<file path="src/rtl/fetch_sequencer.sv">
// Program-counter / mode sequencer for the 9-bit instruction decoder: IDLE -> FETCH -> EXEC -> DONE.
// Optional run-cycle counter enabled by defining SEQ_CYCLE_COUNT_EN.
module fetch_sequencer #(
  parameter int PC_WIDTH    = 10,
  parameter int INSTR_WIDTH = 9,
  parameter int CNT_WIDTH   = 16
) (
  input  logic                   clk,
  input  logic                   rst_n,
  input  logic                   start,
  output logic [PC_WIDTH-1:0]    imem_addr,
  input  logic [INSTR_WIDTH-1:0] imem_data,
  output logic [INSTR_WIDTH-1:0] mach_code,
  output logic                   modeQ,
  output logic                   instr_valid,
  input  logic                   mode_next,
  input  logic                   branch_en,
  input  logic [PC_WIDTH-1:0]    branch_target,
  input  logic                   halt,
  input  logic                   mem_busy,
  output logic                   done,
  output logic [PC_WIDTH-1:0]    pc
`ifdef SEQ_CYCLE_COUNT_EN
  ,
  output logic [CNT_WIDTH-1:0]   cycle_count
`endif
);

  typedef enum logic [1:0] {IDLE, FETCH, EXEC, DONE} state_t;

  state_t state;

  if (PC_WIDTH < 1 || INSTR_WIDTH < 1 || CNT_WIDTH < 1) begin : g_param_check
    $error("fetch_sequencer: widths must be positive");
  end

  assign imem_addr = pc;

  always_ff @(posedge clk or negedge rst_n) begin
    if (!rst_n) begin
      state       <= IDLE;
      pc          <= '0;
      mach_code   <= '0;
      modeQ       <= 1'b0;
      instr_valid <= 1'b0;
      done        <= 1'b0;
    end else begin
      case (state)
        IDLE: begin
          if (start) begin
            pc    <= '0;
            modeQ <= 1'b0;
            state <= FETCH;
          end
        end
        FETCH: begin
          // The word addressed during FETCH is captured at the FETCH->EXEC edge
          mach_code   <= imem_data;
          instr_valid <= 1'b1;
          state       <= EXEC;
        end
        EXEC: begin
          if (mem_busy) begin
            state <= EXEC;
          end else if (halt) begin
            instr_valid <= 1'b0;
            done        <= 1'b1;
            state       <= DONE;
          end else begin
            pc          <= branch_en ? branch_target : pc + 1'b1;
            modeQ       <= mode_next;
            instr_valid <= 1'b0;
            state       <= FETCH;
          end
        end
        DONE: begin
          if (start) begin
            pc    <= '0;
            modeQ <= 1'b0;
            done  <= 1'b0;
            state <= FETCH;
          end
        end
      endcase
    end
  end

`ifdef SEQ_CYCLE_COUNT_EN
  // Counts FETCH and EXEC cycles of the current run; frozen in DONE, saturating
  always_ff @(posedge clk or negedge rst_n) begin
    if (!rst_n) begin
      cycle_count <= '0;
    end else if ((state == IDLE || state == DONE) && start) begin
      cycle_count <= '0;
    end else if ((state == FETCH || state == EXEC) && cycle_count != {CNT_WIDTH{1'b1}}) begin
      cycle_count <= cycle_count + 1'b1;
    end
  end
`endif

endmodule

</file>
<file path="config.mk">
export PLATFORM = sky130hd
export DESIGN_NAME = fetch_sequencer
export DESIGN_NICKNAME = d
export VERILOG_FILES = /design/src/rtl/fetch_sequencer.sv
export SDC_FILE = /design/constraint.sdc
export NUM_CORES = 1
export LEC_CHECK = 0
export CORE_MARGIN = 10
export CORE_UTILIZATION = 45
export CTS_CLUSTER_DIAMETER = 50
export DETAILED_ROUTE_END_ITERATION = 8
export GPL_ROUTABILITY_DRIVEN = 0
export HOLD_SLACK_MARGIN = 0.15
export PLACE_DENSITY = 0.81
export SLEW_MARGIN = 20
export SYNTH_ARGS = -nofsm -noshare
export SYNTH_HDL_FRONTEND = slang
export SYNTH_SLANG_ARGS = --single-unit
</file>
<file path="constraint.sdc">
create_clock -name clk -period 3.52 [get_ports clk]
set_input_delay 0.704 -clock clk [delete_from_list [all_inputs] [get_ports clk]]
set_output_delay 0.704 -clock clk [all_outputs]
set_load 0.02 [all_outputs]
</file>
==> results of run 1 <==
-- cells by family after synthesis --
| group | after synthesis |
|---|---|
| AND/OR/NAND/NOR | 44 |
| AO/OA/AOI/OAI | 36 |
| flip-flops | 24 |
| buffers and inverters | 21 |
| multiplexers | 10 |
| adder cells (fa/ha/maj) | 5 |
-- metrics by stage --
stage	instance area, um^2	setup WS, ns	utilization (%)	instances	total power [mW]
final	1900	1.28	67.1	215	1.73
after detailed placement	1850	1.18	65.4	211	1.54
after floorplan	1360	1.75	-	140	1.19
after global routing	1900	1.19	67.1	215	1.84
after global placement	1850	1.21	65.4	211	1.52
after CTS	1900	1.28	67.3	215	1.75
-- cell type report --
class	instances	area, um^2
inverters	4	15.0
clock inverters	1	30.0
flip-flops and latches	24	601
multi-input cells	95	626
repair buffers	57	566
clock buffers	3	22.5
well taps	31	38.8
fillers	241	931
-- state kept, by name, summed over array words and instances, names as in the netlist --
signal / cells
imem_addr: 10
done: 1
mach_code: 9
instr_valid: 1
state: 2
modeQ: 1
-- cell usage in the layout, fill, tap and decap left out --
cell             instances
a22o_1                   1
nor3_1                   4
o31ai_2                  1
nor2_1                   8
nor3b_1                  2
o2bb2ai_1                1
inv_1                    4
a32oi_1                  1
o31ai_1                  1
buf_2                    1
bufinv_16                1
and3_1                   1
nand4_1                  3
and2_1                   1
mux2i_1                  1
a221o_2                  1
o21ai_1                 10
clkbuf_4                 3
mux2_2                   9
nor2b_4                  1
nand4b_1                 1
o21ai_0                  6
nand2_1                 10
dfrtp_1                 24
nor4_1                   3
o21bai_1                 1
ha_1                     5
or3_1                    2
clkdlybuf4s50_1         56
a31oi_1                  1
or2_2                    1
nand3b_1                 2
a21oi_1                 11
nand3_1                  4
o21a_1                   1
and4_1                   1
-- power by group --
part	switching (mW)	total, mW	leakage, nW	internal [mW]
Clock	0.0866	0.202	0.0279	0.115
Sequential	0.125	0.525	0.295	0.400
Combinational	0.519	1.00	0.452	0.483
Total	0.731	1.73	0.775	0.998
-- final timing paths --
path                              start           end  depth (start not counted)
max                        imem_addr[4]  imem_addr[4]                          1
min                               rst_n  mach_code[4]                          1
max reg2reg                    state[0]  imem_addr[2]                          6
min reg2reg                       modeQ         modeQ                          2
max in group asynchronous         rst_n  imem_addr[9]                          1
min in group clk                  modeQ         modeQ                          2
-- per-layer routing --
| metal | global-route usage (%) | up-vias |
|---|---|---|
| met5 | 0 | - |
| met2 | 21.8 | 47 |
| met3 | 2.63 | 9 |
| met4 | 7.56 | 0 |
| li1 | - | 579 |
| met1 | 14.8 | 592 |
==> metrics.txt, run 1 <==
Post-Synth XOR/XNOR Area=0%; Clock Latency Late Sink=around 0.32 ns; initial DRC count=between 100 and 150; H-tree levels=1; crit-path cells=clkdlybuf4s50_1; first-pass GRT wire length=between 5000 and 6000 um; gr ovfl total=0; highest routed layer=met4; CP Buf/Inv Count=1; status=completed; Tmin final=approximately 2.2 ns; Hold WC Path Type=in -> async; io pins=between 50 and 60; Ys Warns=0; Critical-path top delay cell=clkdlybuf4s50_1; Synth area leader=dfrtp_1; most frequent cell after synthesis=dfrtp_1; HPWL Detailed=around 2800 um; DR vias=1227; crit-path max FO=10; Initial Util=approximately half; Met2 Wirelength=about 1800 um; clock sink total=24; Post-Synth Simple-Gate Area=17.5%; met3 routed WL=between 200 and 250 um; WL final=3640 um; Root Driver=clkbuf_4; post-synthesis mux area share=~8.2%; # nets final=216; final hold viol count=0; WP data arrival=1.54 ns; Max Slew Vio Count=0; ratio of cells with drive above 1 in the final layout=roughly a tenth; DR pass1 iterations=4; Via density=roughly 5.7; post-route setup TNS=0 ns; Power Density=911 nW/um^2; Max Buffers Root-to-Sink=2; critical path class=reg -> out; P_leak=0.775 nW; Compound-Gate Fraction of Synth Area=between 15 and 20%; R2R setup slack=between 1.5 and 2 ns; gr usage total=around an eighth; RSZ-0062 raised after global routing=false; asr flop ratio synth=100%; routed len/inst=between 15 and 20 um; maximum clock frequency=446 MHz; setup bufs post-CTS=0; Die ar.=5620 um^2; CP top delay family=buffers and inverters; Post-Synth Adder-Cell Area=under 10%; met1 WL=1470 um; ys flop type=dfrtp_1; Max-slew headroom=between 50% and 60%; pin count of the biggest net entering global routing=25; Synth area leaders=dfrtp_1 (44%), mux2_2 (7.5%), buf_4 (5.5%); Tcrit/Tclk final=a little under two thirds; Residual DRC=0; cts hold-fix bufs=0; Mapped Area=~1400 um^2; final setup vio count=0; largest family of logic cells by synthesized area=simple AND/OR/NAND/NOR gates; Layout area overhead=39.7%; Die Height=~75 um; Syn Inst Count=140; Worst path max stage delay=around 0.68 ns; synthesized area per cell=9.71 um^2; Commonest cells post-synth=dfrtp_1 (24), a21oi_1 (11), buf_4 (10), nand2_1 (10), o21ai_1 (10); antenna violations before repair=0; Synth Register Bits=24; Setup crit start kind=flip-flop; Setup crit end kind=output port; register area share after synthesis=44.2%; worst hold slack=0.339 ns; CTS tree=yes; Max-Cap Viols=0; Netlist cell types=36; maximum vdd drop=504 uV; Post-Syn Nets=around 170; Req. time, crit path=2.82 ns; Worst Skew=around 0.0057 ns; Worst Max-Slew Pin Slew=0.671 ns; Synth top area share=approximately 44%; vias in the first global route=roughly 1100; die width=roughly 75 um; Buffers on Ports=57; Antenna diodes=0; FP Rows=19; Resize count post-CTS=0; TritonCTS Buffers=3; number of flops mapped to enable cells by yosys=0; core area=around 2800 um^2; Routed Antenna Nets=0; Clock transition at path regs=0.13 ns
Power figures use the tool's default switching activity.
==> run 2: changes to the inputs <==
- CORE_UTILIZATION: 45 -> 38
- PLACE_DENSITY: 0.81 -> 0.73
- clock period: 3.52 -> 2.05 ns (I/O delays scaled with it)
==> metrics.txt, run 2 (synthesis gave the netlist of run 1 again) <==
Max Buffers Root-to-Sink=2 (unchanged); post-route setup TNS=0 ns (unchanged); Largest register FFs=10 (unchanged); Die ar.=6370 um^2 (was 5620 um^2); vias in the first global route=1281 (was 1147); io pins=58 (unchanged); Layout area overhead=42.0% (was 39.7%); Levels on crit path=1 (unchanged); TritonCTS Buffers=3 (unchanged); core area=3390 um^2 (was 2830 um^2); Req. time, crit path=1.64 ns (was 2.82 ns); pin count of the biggest net entering global routing=25 (unchanged); status=completed (unchanged); pre-CTS WS=0.0585 ns (was 1.18 ns); first-pass GRT wire length=6010 um (was 5600 um); P_leak=0.785 nW (was 0.775 nW); RSZ-0062 raised after global routing=false (unchanged); Buffers on Ports=57 (unchanged); WL final=3710 um (was 3640 um); CP Buf/Inv Count=1 (unchanged); Residual DRC=0 (unchanged); gr usage total=11.5% (was 12.9%); critical path launch point=imem_addr[4] (unchanged); ratio of cells with drive above 1 in the final layout=11.2% (was 9.78%); final setup vio count=0 (unchanged); most frequent cells in the layout=clkdlybuf4s50_1 (57), dfrtp_1 (24), a21oi_1 (11), nand2_1 (10), o21ai_1 (10) (was clkdlybuf4s50_1 (56), dfrtp_1 (24), a21oi_1 (11), nand2_1 (10), o21ai_1 (10)); Antenna diodes=0 (unchanged); Worst Skew=0.00524 ns (was 0.00572 ns); met1 Use GR=13.6% (was 14.8%); Initial Util=40.1% (was 48.0%); Resize count post-CTS=0 (unchanged); Routed Antenna Nets=0 (unchanged); Setup crit start kind=flip-flop (unchanged); global routing's busiest layer=met2 (unchanged); DR pass1 iterations=4 (unchanged); Die Height=79.8 um (was 75.0 um); cts hold-fix bufs=0 (unchanged); DR vias=1201 (was 1227); antenna violations before repair=0 (unchanged); Tcrit/Tclk final=93.2%; CP top delay family=buffers and inverters (unchanged); GR Util met2=18.8% (was 21.8%); R2R Path Start=state[0] (unchanged); Hold WC Path Type=in -> async (unchanged); Fillers=308 (was 241); Max-slew headroom=70.7% (was 55.1%); WP data arrival=1.50 ns (was 1.54 ns); final worst slack=0.139 ns (was 1.28 ns); # nets final=221 (was 216); maximum clock frequency=523 MHz; most common cell after layout, fill and taps aside=clkdlybuf4s50_1 (unchanged); maximum vdd drop=700 uV (was 504 uV); Clock transition at path regs=0.13 ns (about the same); fin util=56.9% (was 67.1%); critical path class=reg -> out (unchanged); Worst Max-Slew Pin Slew=0.439 ns (was 0.671 ns); FF-to-FF path depth=6 (unchanged); Root Driver=clkbuf_4 (unchanged); die width=79.8 um (was 75.0 um); CTS tree=yes (unchanged); routed len/inst=15.9 um (was 16.9 um); Power Density=1490 nW/um^2 (was 911 nW/um^2); gr ovfl total=0 (unchanged); Tmin final=1.91 ns; H-tree levels=1 (unchanged); Clock Latency Late Sink=0.30 ns (was 0.32 ns); crit-path cells=clkdlybuf4s50_1 (unchanged); HPWL Detailed=2960 um (was 2830 um); Critical-path top delay cell=clkdlybuf4s50_1 (unchanged); Worst path max stage delay=0.67 ns (was 0.68 ns); FP Rows=21 (was 19); M3 GR Usage=4.84% (was 2.63%); Setup crit end kind=output port (unchanged); setup bufs post-CTS=0 (unchanged); Max-Cap Viols=0 (unchanged); crit-path max FO=10 (unchanged); initial DRC count=57 (was 126); Via density=5.13 (was 5.71); clock sink total=24 (unchanged); Max Slew Vio Count=0 (unchanged); final hold viol count=0 (unchanged)
## run 2: report_power, final
| part | internal, mW | switching, mW |
|---|---|---|
| logic | 0.870 | 0.894 |
| registers | 0.687 | 0.218 |
| clock network | 0.0685 | 0.134 |
| total | 1.63 | 1.25 |
## run 2: layout make-up
cell class	instances	area, um^2	share of cell area [%]
Multi-Input combinational cell	95	626	32.4
Tap cell	46	57.6	2.98
Inverter	4	15.0	0.778
Sequential cell	24	601	31.1
Timing Repair Buffer	62	608	31.5
Clock buffer	3	22.5	1.17
## run 2: final timing paths
check | to | slack, ns
max | pc[4] | 0.14
min | imem_addr[7] | 0.45
max reg2reg | imem_addr[5] | 0.19
min reg2reg | modeQ | 0.50
max in group asynchronous | mach_code[1] | 1.36
min in group clk | modeQ | 0.50
## run 2: routing by layer
metal | wire, um | up-vias
li1 | - | 587
met1 | 1630 | 566
met2 | 1690 | 46
met3 | 377 | 2
met4 | 13 | 0
met5 | 0 | -
## run 2: through the flow
| step | total power, mW | cell area (um^2) | hold WS [ns] | instances |
|---|---|---|---|---|
| floorplan | 2.04 | 1360 | 0.114 | 140 |
| global placement | 2.65 | 1910 | 0.478 | 231 |
| detailed placement | 2.71 | 1910 | 0.480 | 231 |
| CTS | 2.92 | 1930 | 0.454 | 234 |
| global route | 3.10 | 1930 | 0.491 | 234 |
| finish | 2.87 | 1930 | 0.450 | 234 |
==> run 3: changes to the inputs <==
- SETUP_SLACK_MARGIN: unset -> 0.4
==> metrics.txt, run 3 (synthesis gave the netlist of run 1 again) <==
status=completed (unchanged); antenna violations before repair=0 (unchanged); Worst Skew=0.0101 ns (was 0.00524 ns); crit-path max FO=5 (was 10); critical path's most frequent cell=o21ai_1; Clock transition at path regs=0.13 ns (about the same); register area=606 um^2 (was 601 um^2); Worst path max stage delay=0.42 ns (was 0.67 ns); io pins=58 (unchanged); CTS tree=yes (unchanged); Die Height=79.8 um (unchanged); Tcrit/Tclk final=77.7% (was 93.2%); Max-slew headroom=72.7% (was 70.7%); final hold viol count=0 (unchanged); routed len/inst=16.3 um (was 15.9 um); footprint of the multi-input gates=671 um^2 (was 626 um^2); Largest register FFs=10 (unchanged); critical path class=reg -> reg (was reg -> out); Buffers on Ports=57 (unchanged); cts hold-fix bufs=0 (unchanged); Layout area overhead=44.7% (was 42.0%); Initial Util=40.1% (unchanged); HPWL Detailed=2950 um (was 2960 um); gr usage total=11.4% (was 11.5%); clock sink total=24 (unchanged); Max-Cap Viols=0 (unchanged); Clock Latency Late Sink=0.31 ns (was 0.30 ns); Setup crit start kind=flip-flop (unchanged); gr ovfl total=0 (unchanged); Fillers=317 (was 308); crit-path cells=inv_1, ha_4, nor2b_4, or3_4, o21ai_1, o21ai_1 (was clkdlybuf4s50_1); CP Buf/Inv Count=1 (unchanged); DR pass1 iterations=4 (unchanged); most common cell after layout, fill and taps aside=dlygate4sd2_1 (was clkdlybuf4s50_1); FP Rows=21 (unchanged); most frequent cells in the layout=dlygate4sd2_1 (31), clkdlybuf4s50_1 (25), dfrtp_1 (20), a21oi_1 (11) (was clkdlybuf4s50_1 (57), dfrtp_1 (24), a21oi_1 (11), nand2_1 (10), o21ai_1 (10)); post-route setup TNS=0 ns (unchanged); Tmin final=1.59 ns (was 1.91 ns); Routed Antenna Nets=0 (unchanged); core area=3390 um^2 (unchanged); Req. time, crit path=2.26 ns (was 1.64 ns); P_leak=0.894 nW (was 0.785 nW); Worst Max-Slew Pin Slew=0.410 ns (was 0.439 ns); fin area=1970 um^2 (was 1930 um^2); WL final=3890 um (was 3710 um); die width=79.8 um (unchanged); DR vias=1225 (was 1201); Critical-path top delay cell=or3_4 (was clkdlybuf4s50_1); # nets final=225 (was 221); WP data arrival=1.80 ns (was 1.50 ns); Antenna diodes=0 (unchanged); Max Buffers Root-to-Sink=2 (unchanged); Hold WC Path Type=in -> async (unchanged); TritonCTS Buffers=3 (unchanged); Via density=5.15 (was 5.13); Power Density=1470 nW/um^2 (was 1490 nW/um^2); vias in the first global route=1296 (was 1281); Max Slew Vio Count=0 (unchanged); first-pass GRT wire length=5970 um (was 6010 um); Root Driver=clkbuf_4 (unchanged); maximum vdd drop=646 uV (was 700 uV); RSZ-0062 raised after global routing=true (was false); Residual DRC=0 (unchanged); initial DRC count=72 (was 57); ratio of cells with drive above 1 in the final layout=17.2% (was 11.2%); H-tree levels=1 (unchanged); maximum clock frequency=628 MHz (was 523 MHz); Placed Area=1910 um^2 (unchanged); Die ar.=6370 um^2 (unchanged); pin count of the biggest net entering global routing=25 (unchanged); final setup vio count=0 (unchanged); Setup crit end kind=flip-flop (was output port); CP top delay family=simple AND/OR/NAND/NOR gates (was buffers and inverters)
==> run 3: what timing repair did <==
action                     CTS  global route
gates resized for setup     34             8
cloned                       0             1
pin swaps                    1             0
buffers inserted             3             0
setup endpoints to repair   43            15
==> run 3: final cells by class <==
type | count | share of cell area [%]
clock buffers | 3 | 1.15
inverters | 4 | 0.764
multi-input cells | 96 | 34.1
flip-flops and latches | 24 | 30.8
well taps | 46 | 2.93
repair buffers | 65 | 30.2
==> run 3: per-stage QoR <==
stage / power (mW) / std cells / hold slack, ns / util, % / worst slack [ns]
floorplan: 2.04 / 140 / 0.114 / - / 0.345
global placement: 2.65 / 231 / 0.477 / 56.3 / 0.0764
detailed placement: 2.72 / 231 / 0.477 / 56.3 / 0.000616
CTS: 2.81 / 237 / 0.471 / 56.8 / 0.208
global route: 3.11 / 238 / 0.475 / 58.0 / 0.364
finish: 2.88 / 238 / 0.450 / 58.0 / 0.457
==> run 3: path summary, 6_finish.rpt <==
kind / start / depth (start not counted) / slack, ns / endpoint
worst max-delay path: state[0] / 6 / 0.46 / imem_addr[5]
worst min-delay path: rst_n / 2 / 0.45 / imem_addr[6]
worst max register to register: state[0] / 6 / 0.46 / imem_addr[5]
worst min register to register: modeQ / 2 / 0.49 / modeQ
max in group asynchronous: rst_n / 2 / 1.33 / imem_addr[0]
min in group clk: modeQ / 2 / 0.49 / modeQ
==> run 3: worst reg2reg max path, cell delays in order, from the launching register on <==
cell and delay (ns):
dfrtp_1 0.41, inv_1 0.10, ha_4 0.20, nor2b_4 0.14
or3_4 0.42, o21ai_1 0.14, o21ai_1 0.08
==> run 3: metal layers <==
layer | vias to the layer above | GRT usage [%] | routed length [um]
li1 | 603 | - | -
met1 | 567 | 12.1 | 1550
met2 | 55 | 19.7 | 1850
met3 | 0 | 5.86 | 486
met4 | 0 | 2.46 | 0
met5 | - | 0 | 0
==> run 3: power by group <==
part,switching [mW],leakage (nW),internal [mW]
combinational,0.985,0.590,0.807
sequential,0.193,0.289,0.693
clock,0.138,0.0138,0.0686
total,1.32,0.894,1.57
